File: config.mk
export PLATFORM = sky130hd
export DESIGN_NAME = timer_ctrl
export DESIGN_NICKNAME = d
export VERILOG_FILES = /design/src/rtl/timer_ctrl.sv
export SDC_FILE = /design/constraint.sdc
export NUM_CORES = 1
export LEC_CHECK = 0
export ABC_CLOCK_PERIOD_IN_PS = 4500
export CAP_MARGIN = 20
export CORE_MARGIN = 3
export CORE_UTILIZATION = 54
export DETAILED_ROUTE_END_ITERATION = 6
export GPL_TIMING_DRIVEN = 0
export PLACE_DENSITY = 0.78
export SYNTH_ARGS = -nofsm -noshare
export SYNTH_HDL_FRONTEND = slang
export SYNTH_SLANG_ARGS = --single-unit
File: constraint.sdc
create_clock -name clk -period 4.5 [get_ports clk]
set_clock_uncertainty 0.1 [all_clocks]
set_input_delay 0.45 -clock clk [delete_from_list [all_inputs] [get_ports clk]]
set_output_delay 0.45 -clock clk [all_outputs]
set_load 0.02 [all_outputs]
File: src/rtl/timer_ctrl.sv
// Programmable period timer with a config handshake, one-shot or periodic mode,
// a registered tick pulse and a saturating completed-period counter.
module timer_ctrl (
    input  logic        clk,
    input  logic        reset,
    input  logic        cfg_valid,
    output logic        cfg_ready,
    input  logic [31:0] cfg_period,
    input  logic        cfg_oneshot,
    input  logic        start,
    input  logic        stop,
    output logic        tick,
    output logic        busy,
    output logic [31:0] count,
    output logic [15:0] ticks
);

    typedef enum logic [1:0] {
        IDLE = 2'd0,
        RUN  = 2'd1,
        DONE = 2'd2
    } state_t;

    state_t      state_reg, state_next;
    logic [31:0] count_reg, count_next;
    logic [15:0] ticks_reg, ticks_next;
    logic        tick_reg, tick_next;
    logic [31:0] period_reg, period_next;
    logic        oneshot_reg, oneshot_next;
    logic        last_cycle;

    assign last_cycle = (count_reg == period_reg - 32'd1);

    always_ff @(posedge clk) begin
        if (reset) begin
            state_reg   <= IDLE;
            count_reg   <= 32'd0;
            ticks_reg   <= 16'd0;
            tick_reg    <= 1'b0;
            period_reg  <= 32'd0;
            oneshot_reg <= 1'b0;
        end else begin
            state_reg   <= state_next;
            count_reg   <= count_next;
            ticks_reg   <= ticks_next;
            tick_reg    <= tick_next;
            period_reg  <= period_next;
            oneshot_reg <= oneshot_next;
        end
    end

    always_comb begin
        state_next   = state_reg;
        count_next   = count_reg;
        ticks_next   = ticks_reg;
        tick_next    = 1'b0;
        period_next  = period_reg;
        oneshot_next = oneshot_reg;

        case (state_reg)
            IDLE: begin
                if (cfg_valid) begin
                    period_next  = cfg_period;
                    oneshot_next = cfg_oneshot;
                end
                // A start uses the period already latched, not one offered on the same edge.
                if (start && !stop && (period_reg != 32'd0)) begin
                    state_next = RUN;
                    count_next = 32'd0;
                    ticks_next = 16'd0;
                end
            end
            RUN: begin
                if (stop) begin
                    state_next = IDLE;
                end else if (last_cycle) begin
                    tick_next = 1'b1;
                    if (ticks_reg != 16'hFFFF) begin
                        ticks_next = ticks_reg + 16'd1;
                    end
                    if (oneshot_reg) begin
                        state_next = DONE;
                    end else begin
                        count_next = 32'd0;
                    end
                end else begin
                    count_next = count_reg + 32'd1;
                end
            end
            DONE: begin
                if (stop) begin
                    state_next = IDLE;
                end else if (start) begin
                    state_next = RUN;
                    count_next = 32'd0;
                end
            end
            default: begin
                state_next = IDLE;
            end
        endcase
    end

    assign cfg_ready = (state_reg == IDLE);
    assign busy      = (state_reg == RUN);
    assign tick      = tick_reg;
    assign count     = count_reg;
    assign ticks     = ticks_reg;

endmodule

==> results of run 1 <==
## cell families (layout without fill, tap and decap cells)
| logic type | after synthesis | count (layout) |
|---|---|---|
| buffers and inverters | 65 | 168 |
| adders and majority gates | 3 | 3 |
| xor gates and xnor gates | 42 | 42 |
| DFF | 84 | 84 |
| AOI/OAI and AO/OA | 146 | 146 |
| muxes | 11 | 11 |
| and+or+nand+nor | 374 | 374 |
## per-layer routing
metal	up-vias	GRT usage, %	wire, µm
met2	270	50.9	8160
met3	39	3.10	1190
met5	-	0	0
met4	0	12.0	522
met1	2792	40.2	7350
li1	2844	-	-
## through the flow
step / util [%] / std cells / worst slack, ps
detailed placement: 66.2 / 945 / 319
CTS: 68.5 / 961 / 292
global route: 68.6 / 961 / 35.1
global placement: 66.2 / 945 / 407
finish: 68.6 / 961 / 258
floorplan: - / 725 / 1160
## synthesized netlist by cell type (15+ instances only)
| master | count | share of area [%] |
|---|---|---|
| xor2_1 | 16 | 2.6 |
| dfxtp_1 | 84 | 31 |
| a31oi_1 | 25 | 2.9 |
| or4_1 | 16 | 2.2 |
| nand4_1 | 18 | 2.1 |
| nor4_1 | 20 | 2.3 |
| a21oi_1 | 63 | 5.8 |
| nand2_1 | 136 | 9.3 |
| nor2_1 | 33 | 2.3 |
| or3_1 | 25 | 2.9 |
| clkbuf_1 | 35 | 2.4 |
| nand3_1 | 40 | 3.7 |
| and3_1 | 15 | 1.7 |
| xnor2_1 | 26 | 4.2 |
## power by group through the flow
stage	registers, mW	clock network, mW	logic, mW
2_1_floorplan	0.799	0	0.270
3_3_place_gp	0.804	0	0.380
3_5_place_dp	0.805	0	0.389
4_1_cts	0.787	0.658	0.391
5_1_grt	0.791	0.691	0.429
6_report	0.788	0.653	0.400
## worst max-delay path, stage by stage, from the launching register on
cell and delay, ps:
dfxtp_1 390, inv_1 90, ha_1 140, clkbuf_2 180, nor4b_4 460, nand4_1 340
o311a_1 370, nor4_1 500, nor4_1 140, nand4_1 240, nand3_1 350, buf_2 310
or3_1 360, a31oi_1 180
## area by class of cell
type	count	share of cell area [%]
Clock inverter	4	1.45
Sequential cell	84	25.0
Buffer	54	3.94
Inverter	11	0.613
Tap cell	133	2.47
Timing Repair Buffer	87	12.9
Multi-Input combinational cell	576	51.6
Clock buffer	12	2.01
## cells in the final DEF (no fill, tap or decap), types with 13 or more instances in the layout
| master | instances |
|---|---|
| a21oi_1 | 63 |
| a31oi_1 | 25 |
| and3_1 | 15 |
| clkbuf_1 | 38 |
| clkdlybuf4s50_1 | 87 |
| dfxtp_1 | 84 |
| nand2_1 | 136 |
| nand3_1 | 40 |
| nand4_1 | 18 |
| nor2_1 | 33 |
| nor3_1 | 14 |
| nor4_1 | 20 |
| o31ai_1 | 13 |
| or3_1 | 25 |
| or4_1 | 16 |
| xnor2_1 | 26 |
| xor2_1 | 16 |
## final timing paths
path,start,endpoint,slack (ps)
min,ticks[11],ticks[11],390
max,period_reg[0],count[5],260
max reg2reg,period_reg[0],count[5],260
min reg2reg,ticks[11],ticks[11],390
## what timing repair did
action | in CTS | in global routing
hold endpoints to repair | 0 | 0
resized for setup | 0 | 1
setup endpoints to repair | 0 | 2
==> impl_metrics.env, run 1 <==
export IMPL_crit_path_end_kind="flip-flop"
export IMPL_seqPwrFrac_pct=42.8
export IMPL_swShare_pct=29.7
export IMPL_yosys_area_share_simple_pct=37.4
export IMPL_overflow=0
export IMPL_avgSynthCellArea_um2=7.53
export IMPL_synth_enable_flop_cells=0
export IMPL_grt_pass1_vias=5464
export IMPL_diodes=0
export IMPL_cp_max_fo=10
export IMPL_ant_nets=0
export IMPL_cts_root_buf="clkbuf_8"
export IMPL_synth_area_um2=5460
export IMPL_crit_type="reg -> reg"
export IMPL_initial_core_util_pct=55.6
export IMPL_seq_area_frac_synth_pct=30.8
export IMPL_setup_viol=0
export IMPL_grt_total_usage_pct=30.4
export IMPL_ys_types=75
export IMPL_antenna_found_initial=0
export IMPL_wl_per_cell_um=17.9
export IMPL_ys_seq_elements=84
export IMPL_layout_drive_gt1_share_pct=6.52
export IMPL_first_pass_iters=5
export IMPL_num_nets_final=864
export IMPL_critPathLaunchType="flip-flop"
export IMPL_placed_cell_area_um2=6500
export IMPL_slew_headroom_pct=51.6
export IMPL_worst_pin_slew_ps=720
export IMPL_cts_tree="done"
export IMPL_crit_required_ps=4700
export IMPL_fp_dieArea_um2=11400
export IMPL_vdd_ir_drop_max_uv=163
export IMPL_synth_cells=725
export IMPL_multi_input_area_um2=3470
export IMPL_grt_max_degree=14
export IMPL_tns_ps=0
export IMPL_register_area_um2=1680
export IMPL_syn2layout_area_growth_pct=23.3
export IMPL_power_mw=1.84
export IMPL_finalHoldViolCount=0
export IMPL_cts_clk_slew_worst_paths_ps=90
export IMPL_dr_first_iter_drc_count=458
export IMPL_cts_sinks=84
export IMPL_die_height_um=107
export IMPL_synthAdderAreaFrac_pct=0.687
export IMPL_rr_worst_depth=13
export IMPL_slew_viol_final=0
export IMPL_hold_depth=2
export IMPL_io_buffers=87
export IMPL_whs_ps=388
export IMPL_worstPathArrival_ps=4440
export IMPL_max_cap_viol_count=0
export IMPL_holdCritPathClass="reg -> reg"
export IMPL_synthArstFlopShare_pct=0
export IMPL_period_share_pct=94.3
export IMPL_cts_setup_buffers=0
export IMPL_grt_pass1_wl_um=27500
export IMPL_drc=0
export IMPL_hold_buffers=0
export IMPL_yosys_warnings=0
export IMPL_clk_latency_ps=370
export IMPL_wl_um=17200
export IMPL_synthFlopType="dfxtp_1"
export IMPL_timing_final_crit_period_ps=4240
export IMPL_rows=36
export IMPL_htreeDepth=3
export IMPL_synthXorXnorAreaFrac_pct=6.74
export IMPL_max_clock_freq_mhz=236
export IMPL_hpwl_um=13200
export IMPL_pwr_share_clk_pct=35.5
export IMPL_p_int_mw=1.29
export IMPL_status="finished clean"
export IMPL_switching_power_mw=0.547
export IMPL_combPwrFrac_pct=21.7
export IMPL_syn_nets=766
export IMPL_synth_top_family_by_area="simple AND/OR/NAND/NOR gates"
export IMPL_synth_compound_area_share_pct=16.7
export IMPL_viasPerCell=6.19
export IMPL_die_w_um=107
export IMPL_n_fill_cell=892
export IMPL_rsz0062_at_grt="false"
export IMPL_design_area_um2=6730
export IMPL_vias=5945
export IMPL_core_um2=9820
export IMPL_power_density_nw_per_um2=273
export IMPL_p_leak_nw=2.27
export IMPL_synth_mux_area_fraction_pct=2.06
export IMPL_gp_congestion=0.985
export IMPL_num_io_pins=89
export IMPL_clk_path_buf_depth=2
export IMPL_cts_buffers=9
No activity file was read; power rests on OpenSTA's default activity.
==> inputs of run 2 (changes only) <==
Settings changed: ABC_AREA set to 1, CORE_UTILIZATION 54 to 55, PLACE_DENSITY 0.78 to 0.77, SKIP_LAST_GASP set to 1, TNS_END_PERCENT set to 5.
==> run 2 against run 1 <==
- global-route usage rose by 0.97 points
- non-clock buffer count fell by 15
- sequential power rose by 8.9%
- via count rose by 18%
- highest routed layer unchanged
- critical endpoint is now busy
- sequential cell count did not move
- utilization rose by 0.56 points
==> impl_metrics.env, run 2 <==
export IMPL_status="finished clean"
export IMPL_slew_headroom_pct=40.7
export IMPL_grt_max_degree=14
export IMPL_final_util_pct=69.1
export IMPL_finalNonFillerCells=1300
export IMPL_final_cell_mix="nand2_1 (289), nor2_1 (199), inv_1 (117)"
export IMPL_synth_area_um2=6230
export IMPL_design_area_um2=7560
export IMPL_hpwl_um=15600
export IMPL_cts_root_buf="clkbuf_16"
export IMPL_initial_core_util_pct=57.0
export IMPL_clk_latency_ps=350
export IMPL_layout_drive_gt1_share_pct=4.14
export IMPL_grt_pass1_wl_um=31800
export IMPL_overflow=0
export IMPL_num_io_pins=89
export IMPL_drc=0
export IMPL_dp_cells=1285
export IMPL_power_density_nw_per_um2=290
export IMPL_multi_input_area_um2=3910
export IMPL_synth_top_cell_area_share_pct=27.0
export IMPL_vdd_ir_drop_max_uv=309
export IMPL_cts_buffers=9
export IMPL_htreeDepth=3
export IMPL_wl_per_cell_um=15.3
export IMPL_cts_clk_slew_worst_paths_ps=60
export IMPL_synthTopCellsByCount="nand2_1 (289), nor2_1 (199), inv_1 (117), dfxtp_1 (84), a21oi_1 (60)"
export IMPL_clk_path_buf_depth=2
export IMPL_antenna_found_initial=0
export IMPL_cts_sinks=84
export IMPL_p_leak_nw=3.17
export IMPL_syn_nets=1099
export IMPL_hold_depth=2
export IMPL_synth_enable_flop_cells=0
export IMPL_seq_area_frac_synth_pct=27.0
export IMPL_dr_first_iter_drc_count=799
export IMPL_synth_cells=1058
export IMPL_crit_required_ps=3950
export IMPL_num_nets_final=1197
export IMPL_die_w_um=112
export IMPL_worst_pin_slew_ps=886
export IMPL_holdCritPathClass="reg -> reg"
export IMPL_rsz0062_at_grt="false"
export IMPL_ant_nets=0
export IMPL_setup_viol=0
export IMPL_grt_total_usage_pct=31.3
export IMPL_cts_resized=0
export IMPL_vias=6988
export IMPL_synthFlopType="dfxtp_1"
export IMPL_finalHoldViolCount=0
export IMPL_critPathLaunchType="flip-flop"
export IMPL_power_mw=2.19
export IMPL_fp_dieArea_um2=12600
export IMPL_ys_types=35
export IMPL_max_cap_viol_count=0
export IMPL_critical_path_cell_chain="inv_1, nor2_1, clkbuf_1, clkdlybuf4s50_1"
export IMPL_diodes=0
export IMPL_slew_viol_final=0
export IMPL_crit_path_end_kind="output port"
export IMPL_yosysMostFrequentCell="nand2_1"
export IMPL_rr_worst_depth=15
export IMPL_grt_pass1_vias=6463
export IMPL_n_fill_cell=1052
export IMPL_timing_final_crit_period_ps=3150
export IMPL_period_share_pct=70.1
export IMPL_io_buffers=87
export IMPL_viasPerCell=5.38
export IMPL_wl_um=19900
export IMPL_max_clock_freq_mhz=317
export IMPL_avgSynthCellArea_um2=5.89
export IMPL_synth_area_top_cells="dfxtp_1 (27%), nand2_1 (17%), nor2_1 (12%)"
export IMPL_ys_seq_elements=84
export IMPL_synthArstFlopShare_pct=0
export IMPL_die_height_um=112
export IMPL_first_pass_iters=5
export IMPL_cp_max_fo=10
export IMPL_placed_cell_area_um2=7280
export IMPL_worst_slack_ps=1350
export IMPL_cp_slowest_cell="clkdlybuf4s50_1"
export IMPL_max_stage_delay_ps=710
export IMPL_cts_tree="done"
export IMPL_crit_type="reg -> out"
export IMPL_final_common_cell="nand2_1"
export IMPL_worstPathArrival_ps=2600
export IMPL_cts_setup_buffers=0
export IMPL_gp_congestion=0.958
export IMPL_rows=38
export IMPL_core_um2=10900
export IMPL_register_area_um2=1680
export IMPL_hold_buffers=0
export IMPL_yosys_warnings=0
export IMPL_whs_ps=394
export IMPL_dp_slack_ps=1570
export IMPL_synth_top_area_cell="dfxtp_1"
export IMPL_syn2layout_area_growth_pct=21.2
export IMPL_tns_ps=0
## run 2: cell types whose count changed after synthesis, sizes merged, moves of 23 or more
cell / delta
a31oi: -23
inv: +107
nand2: +160
nor2: +174
o21ai: +42
or3: -26
xor2: +37
## run 2: worst max-delay path, delay by kind of cell (launching register included)
family	cells	cell delay, ps
buffers and inverters	3	1220
flip-flops	1	350
AND/OR/NAND/NOR	1	670
## run 2: power breakdown
| group | internal (mW) | total [mW] | leakage [nW] | switching (mW) |
|---|---|---|---|---|
| logic | 0.231 | 0.618 | 2.34 | 0.388 |
| clock network | 0.399 | 0.713 | 0.133 | 0.314 |
| registers | 0.789 | 0.858 | 0.689 | 0.0693 |
## run 2: kinds of logic after synthesis
logic type | synth area share [%]
AND/OR/NAND/NOR | 43.0
buffers and inverters | 10.2
AO/OA/AOI/OAI | 9.90
adder cells (fa/ha/maj) | 0.602
XOR/XNOR | 9.27
flip-flops | 27.0
## run 2: final timing paths
| path | to | slack (ps) | from |
|---|---|---|---|
| max | busy | 1350 | state_reg[0] |
| min | period_reg[1] | 390 | period_reg[1] |
| max reg2reg | count[19] | 1500 | period_reg[13] |
| min reg2reg | period_reg[1] | 390 | period_reg[1] |
## run 2: area by class of cell
type | count | area share, %
timing repair buffer | 87 | 11.5
buffer | 39 | 2.57
tap | 140 | 2.32
clock inverter | 4 | 0.331
multi-input combinational | 817 | 51.8
clock buffer | 11 | 3.34
sequential | 84 | 22.3
inverter | 118 | 5.88
## run 2: per-layer routing
metal	vias to the layer above	routed length, µm	track usage, %	share of wire (%)
li1	3523	-	-	-
met5	-	0	0	0
met1	3150	8760	42.3	44
met4	0	499	9.62	2.5
met2	272	9060	50.3	46
met3	43	1530	6.68	7.7
==> inputs of run 3 (changes only) <==
Settings changed: ABC_CLOCK_PERIOD_IN_PS 4500 to 2700, CORE_UTILIZATION 55 to 50, PLACE_DENSITY 0.77 to 0.74.
Clock period 4.5 ns to 2.7 ns, I/O delays scaled along.
==> run 3 against run 2 <==
- via count grew 1.1%
- routed wire length up 3.2%
- sequential power increased by 69%
- first-iteration DRC count decreased by 17%
- non-clock buffer count increased by 7
- count of clock-buffer cells in the layout decreased by 1
==> impl_metrics.env, run 3 (synthesized netlist as in run 2, its figures left out) <==
export IMPL_worstPathArrival_ps=2800
export IMPL_whs_ps=378
export IMPL_hold_depth=2
export IMPL_grt_pass1_vias=6495
export IMPL_vdd_ir_drop_max_uv=306
export IMPL_final_common_cell="nand2_1"
export IMPL_timing_final_crit_period_ps=2670
export IMPL_crit_required_ps=2830
export IMPL_first_pass_iters=6
export IMPL_cts_clk_slew_worst_paths_ps=60
export IMPL_overflow=0
export IMPL_gp_congestion=0.950
export IMPL_final_cell_mix="nand2_1 (280), nor2_1 (172), inv_1 (114)"
export IMPL_layout_drive_gt1_share_pct=9.10
export IMPL_num_nets_final=1204
export IMPL_grt_total_usage_pct=28.5
export IMPL_slew_headroom_pct=53.1
export IMPL_grt_max_degree=13
export IMPL_max_clock_freq_mhz=374
export IMPL_diodes=0
export IMPL_die_w_um=118
export IMPL_wl_per_cell_um=15.4
export IMPL_rsz0062_at_grt="true"
export IMPL_grt_pass1_wl_um=31900
export IMPL_num_io_pins=89
export IMPL_rows=40
export IMPL_cp_max_fo=8
export IMPL_clk_latency_ps=340
export IMPL_r2r_slack_ps=30
export IMPL_cts_buffers=9
export IMPL_final_util_pct=65.2
export IMPL_finalHoldViolCount=0
export IMPL_dp_slack_ps=-262
export IMPL_critPathLaunchType="flip-flop"
export IMPL_die_height_um=118
export IMPL_vias=7063
export IMPL_holdCritStartpoint="reset"
export IMPL_power_density_nw_per_um2=488
export IMPL_clk_path_buf_depth=2
export IMPL_hpwl_um=15600
export IMPL_htreeDepth=3
export IMPL_crit_type="reg -> reg"
export IMPL_setup_viol=0
export IMPL_io_buffers=87
export IMPL_wl_um=20500
export IMPL_status="finished clean"
export IMPL_cts_root_buf="clkbuf_16"
export IMPL_crit_path_end_kind="flip-flop"
export IMPL_p_leak_nw=3.25
export IMPL_reg2reg_from="period_reg[14]"
export IMPL_rr_worst_depth=14
export IMPL_antenna_found_initial=0
export IMPL_drc=0
export IMPL_tns_ps=0
export IMPL_r2r_end="count[15]"
export IMPL_worst_pin_slew_ps=704
export IMPL_hold_buffers=0
export IMPL_hold_end="state_reg[1]"
export IMPL_core_um2=12100
export IMPL_max_cap_viol_count=0
export IMPL_cts_sinks=84
export IMPL_period_share_pct=99.0
export IMPL_slew_viol_final=0
export IMPL_initial_core_util_pct=51.5
export IMPL_cts_tree="done"
export IMPL_holdCritPathClass="in -> reg"
export IMPL_dr_first_iter_drc_count=664
export IMPL_fp_dieArea_um2=13800
export IMPL_ant_nets=0
export IMPL_worst_slack_ps=26.7
export IMPL_viasPerCell=5.30
export IMPL_syn2layout_area_growth_pct=26.7
[run 3: layer usage]
layer  wire length [µm]  up-vias  track usage, %
met3               1440       43            5.19
met4                490        0            9.08
met2               9440      284            46.7
li1                   -     3536               -
met5                  0        -               0
met1               9110     3200            38.1
[run 3: layout make-up]
class / instances / area (µm²)
Tap cell: 168 / 210
Clock buffer: 10 / 229
Multi-Input combinational cell: 817 / 4130
Clock inverter: 3 / 65.1
Fill cell: 1191 / 4220
Inverter: 118 / 450
Sequential cell: 84 / 1690
Timing Repair Buffer: 95 / 928
Buffer: 38 / 196
[run 3: stage by stage]
| step | power, mW | area [µm²] | cells |
|---|---|---|---|
| 6_report | 3.85 | 7900 | 1333 |
| 5_1_grt | 4.06 | 7900 | 1333 |
| 4_1_cts | 3.77 | 7690 | 1328 |
| 3_5_place_dp | 2.47 | 7310 | 1313 |
| 3_3_place_gp | 2.46 | 7310 | 1313 |
| 2_1_floorplan | 2.13 | 6230 | 1058 |
[run 3: where the power goes]
part	internal, mW	total, mW	switching (mW)
logic	0.431	1.13	0.700
registers	1.32	1.45	0.129
clock network	0.793	1.27	0.482
total	2.54	3.85	1.31
[run 3: critical path, stage by stage (launching register included)]
cell and delay (ps):
dfxtp_1 370, nor2_1 120, nand2_1 140, nor2_2 240
nand2_1 120, o21ai_2 160, nand2_1 80, nor2_1 140
nand3_1 100, nor2_2 150, nand4_4 230, nand2_8 190
clkinvlp_4 210, nor2_1 150, nor2_1 50
[run 3: worst max-delay path by stage]
stage | to | slack [ps] | start | cells past startpoint
floorplan | count[22] | 350 | period_reg[0] | 19
global placement | count[22] | -260 | period_reg[13] | 15
detailed placement | count[22] | -260 | period_reg[13] | 15
CTS | count[15] | -40 | period_reg[1] | 18
global route | count[15] | -160 | period_reg[14] | 16
finish | count[15] | 30 | period_reg[14] | 14
[run 3: repair_timing]
action	4_1_cts	5_1_grt
cloned	0	1
buffers inserted	2	5
endpoints found under the setup margin	49	51
gates resized for setup	16	57
pin swaps	4	24
hold endpoints to repair	0	0
==> RTL edit 1: new RTL, config.mk and constraints of run 2 <==
Re-encode `state_t` (3 states) as one-hot, 3 bits wide.
--- a/src/rtl/timer_ctrl.sv
+++ b/src/rtl/timer_ctrl.sv
@@ -16,8 +16,8 @@
 );
 
-    typedef enum logic [1:0] {
-        IDLE = 2'd0,
-        RUN  = 2'd1,
-        DONE = 2'd2
+    typedef enum logic [2:0] {
+        IDLE = 3'b001,
+        RUN  = 3'b010,
+        DONE = 3'b100
     } state_t;
 
Check against the original RTL: same outputs for any inputs over 10 cycles, from zero or initial values and one cycle with reset high; not proved beyond that.
==> RTL edit 1 against run 2 <==
Area after synthesis increased by 5.9%. Wire length increased by 6.1%. Critical path type is now reg2reg. Power increased by 20%. Cell area increased by 5.3%. Sequential cell count increased by 1. Sequential share of layout area decreased by 0.87 points. Highest routed layer unchanged. Via count increased by 5.9%. Clock power increased by 4.2%. Sequential power increased by 3.7%. Setup slack improved by 82 ps. Largest cell class unchanged.
==> RTL edit 1: results (changes against run 2) <==
| Metric | Value |
|---|---|
| # clk buffers | 12 (+1) |
| Die area | 13400 sq um (+5.6%) |
| Syn_nets | 1156 (+5.2%) |
| Routed len/inst | 15.5 um (+1.3%) |
| Outcome | complete, no violations |
| DP HPWL | 17000 um (+9.1%) |
| Crit path DAT | 3180 ps (+580 ps) |
| Layout Nets | 1255 (+4.8%) |
| Sequential-to-total area share from yosys stat | 25.8% (-1.2 points) |
| #MultiIn Comb | 858 (+5.0%) |
| Initial drt markers | 560 (-30%) |
| P_leak | 3.29 nW (+4.1%) |
| Reg area | 1700 sq um (+1.2%) |
| VDD IR max | 0.269 mV (-13%) |
| Synthesized area per cell | 5.92 sq um (+0.51%) |
| CTS H-tree depth | 3 (unchanged) |
| CP max stage delay | 350 ps (-360 ps) |
| Vias in the first global route | 6881 (+6.5%) |
| Fraction of area in registers | 21.4% (-0.87 points) |
| Non-Clock Buffer Count | 132 (+4.8%) |
| Total global-route track usage | 32.3% (+0.96 points) |
| Multi-input logic area | 4200 sq um (+7.3%) |
| DP Area | 7660 sq um (+5.3%) |
| Synth area leaders | dfxtp_1 (26%), nand2_1 (17%), nor2_1 (11%), inv_1 (6.8%), xor2_1 (6.8%) |
| Number of non-clock inverters | 128 (+8.5%) |
| Share of the synthesized area in the top cell type | 25.8% (-1.2 points) |
| Rel. slew slack | 61.4% (+21 points) |
| Buffering overhead | 13.8% (-0.25 points) |
| Global-route wire length before repair | 33700 um (+6.1%) |
| 1st-pass router iterations | 7 (+2) |
| Post-synth top cells | nand2_1 (297), nor2_1 (185), inv_1 (120) |
| Worst R2R Start | period_reg[0]$_SDFFE_PP0P_ |
| Filler cell count | 1094 (+4.0%) |
| Placement Setup Slack | 1490 ps (-80.0 ps) |
| Primary FF master, synth | dfxtp_1 |
| Largest net degree at the start of global routing | 15 (+1) |
| Final cell count without fillers | 1362 (+4.8%) |
| Distinct cells, synth | 38 (+8.6%) |
| # port buffers | 88 (+1.1%) |
| Layout sequential cell count | 85 (+1.2%) |
| Syn. warnings | 0 (unchanged) |
| Placer congestion estimate | 0.978 (+2.1%) |
| Layout clock area frac | 3.71% (+0.035 points) |
| Layout cells sized above 1 | 6.64% (+2.5 points) |
==> RTL edit 1: cell count changes in the layout (fill, tap and decap cells not counted), sizes merged, moves of 6 or more <==
cell    change
nand2      +13
nand3b     -10
nand3      +15
inv        +10
o21ai       -7
a21oi      +12
nand4      +13
xnor2       +7
nor3        +6
==> RTL edit 1: cell families after synthesis <==
family | after synthesis | share of synthesized area, %
AND/OR/NAND/NOR | 664 | 44.4
XOR/XNOR | 71 | 9.42
buffers and inverters | 172 | 10.6
adder cells (fa/ha/maj) | 3 | 0.569
flip-flops | 85 | 25.8
AO/OA/AOI/OAI | 120 | 9.23
==> RTL edit 1: path summary, 6_finish.rpt <==
kind / to / slack (ps) / depth (start not counted)
worst max-delay path: count[31]$_SDFFE_PP0P_ / 1430 / 17
worst min-delay path: period_reg[1]$_SDFFE_PP0P_ / 390 / 2
worst max register to register: count[31]$_SDFFE_PP0P_ / 1430 / 17
worst min register to register: period_reg[1]$_SDFFE_PP0P_ / 390 / 2
==> RTL edit 1: critical path, delay by kind of cell (launching register included) <==
| family | cells | cell delay (ps) |
|---|---|---|
| simple gates | 11 | 1580 |
| buf+inv | 3 | 550 |
| flops | 1 | 320 |
| fa+ha+maj | 1 | 220 |
| compound gates | 2 | 140 |
==> RTL edit 1: power breakdown <==
group	total, W	internal [W]	switching (W)
Combinational	0.000993	0.000337	0.000656
Clock	0.000743	0.000421	0.000322
Sequential	0.000890	0.000809	0.0000810
==> RTL edit 1: routing by layer <==
metal  GRT usage, %  share of wire, %  vias up  wire, um
met5              0                 0        -         0
met4           12.5               3.9        0       816
met3           6.42               6.5       68      1360
met2           53.2                46      260      9740
met1           41.7                43     3347      9150
li1               -                 -     3726         -
==> RTL edit 2: new RTL, settings of run 2 <==
Made on the original files. Register the output `count` once more, with the module's reset; this adds one clock of latency there. The other outputs are not delayed to match.
--- a/src/rtl/timer_ctrl.sv
+++ b/src/rtl/timer_ctrl.sv
@@ -105,5 +105,11 @@
     assign busy      = (state_reg == RUN);
     assign tick      = tick_reg;
-    assign count     = count_reg;
+    always_ff @(posedge clk) begin
+        if (reset) begin
+            count <= '0;
+        end else begin
+            count <= count_reg;
+        end
+    end
     assign ticks     = ticks_reg;
 
Function: changed (Yosys sat finds a counterexample within 4 cycles, from zero or initial values and one cycle with reset high).
==> RTL edit 2 against run 2 <==
Synthesized cell count up 7.0%. Cell area grew 17%. Via count grew 9.1%. Sequential cell count is 32 higher. Maximum frequency is 3.1% higher. Clock power increased by 100%. Power rose by 42%. Area after synthesis is 15% higher. Setup slack gained 94 ps. Wire length up 15%. Critical path type unchanged. Largest power group is now clock.
==> RTL edit 2: results (changes against run 2) <==
| Metric | Value |
|---|---|
| Outcome | complete, no violations |
| Switching share of power | 30.4% (-4.8 points) |
| Multi-input combinational area share | 46.1% (-5.7 points) |
| Layout clock area frac | 7.04% (+3.4 points) |
| Detailed-route wire length | 22900 um (+15%) |
| Grt met3 use | 6.55% (-0.13 points) |
| Sequential-to-total area share from yosys stat | 32.4% (+5.5 points) |
| Via count | 7626 (+9.1%) |
| Placer congestion estimate | 0.961 (+0.33%) |
| Largest net degree at the start of global routing | 17 (+3) |
| Filler cell count | 1178 (+12%) |
| Buffering overhead | 12.2% (-1.8 points) |
| Reg area | 2320 sq um (+38%) |
| Layout Nets | 1279 (+6.9%) |
| 1st-pass router iterations | 6 (+1) |
| Crit path DAT | 2510 ps (-90 ps) |
| Total global-route track usage | 32.1% (+0.82 points) |
| Clk pwr share | 46.4% (+14 points) |
| HP Class | in2reg |
| Non-Clock Buffer Count | 131 (+4.0%) |
| Register share of total power | 35.9% (-3.3 points) |
| Worst skew pair latency | 430 ps (+80 ps) |
| DP HPWL | 17300 um (+11%) |
| P_leak | 3.68 nW (+16%) |
| Syn_nets | 1173 (+6.7%) |
| Synth area leaders | dfxtp_1 (32%), nand2_1 (14%), nor2_1 (11%), inv_1 (6.8%), xor2_1 (6.5%) |
| Metal3 WL | 1890 um (+24%) |
| Total CTS buffers | 17 (+8) |
| Worst-margin pin slew | 770 ps (-116 ps) |
| Clock sinks | 116 (+38%) |
| Routed len/inst | 16.1 um (+5.2%) |
| Met2 Usage GRT | 52.5% (+2.3 points) |
| # clk buffers | 19 (+8) |
| Vias in the first global route | 7101 (+9.9%) |
| VDD IR max | 0.250 mV (-19%) |
| DP Area | 8250 sq um (+13%) |
| Met1 usage | 42.1% (-0.18 points) |
| WL met1 | 9810 um (+12%) |
| #MultiIn Comb | 831 (+1.7%) |
| Synthesized area per cell | 6.33 sq um (+7.4%) |
| Number of non-clock inverters | 141 (+19%) |
| WL met2 | 10600 um (+17%) |
| Placement Setup Slack | 1760 ps (+189 ps) |
RTL edit 2: logic make-up (layout without fill, tap and decap cells):
kind of cell	after synthesis	count (layout)	share of synthesized area (%)
AO/OA/AOI/OAI	115	115	8.70
adder cells (fa/ha/maj)	3	3	0.524
XOR/XNOR	66	66	8.07
AND/OR/NAND/NOR	647	647	39.9
buffers and inverters	185	304	10.4
flip-flops	116	116	32.4
RTL edit 2: final timing paths:
| path | endpoint | slack [ps] | start | cells after the start |
|---|---|---|---|---|
| hold reg to reg | period_reg[17]$_SDFFE_PP0P_ | 400 | period_reg[17]$_SDFFE_PP0P_ | 2 |
| hold / removal | count[18]$_SDFF_PP0_ | 380 | reset | 2 |
| setup / recovery | busy | 1440 | state_reg[0]$_SDFFE_PP0P_ | 4 |
| setup reg to reg | count_reg[27]$_SDFFE_PP0P_ | 1700 | period_reg[12]$_SDFFE_PP0P_ | 17 |
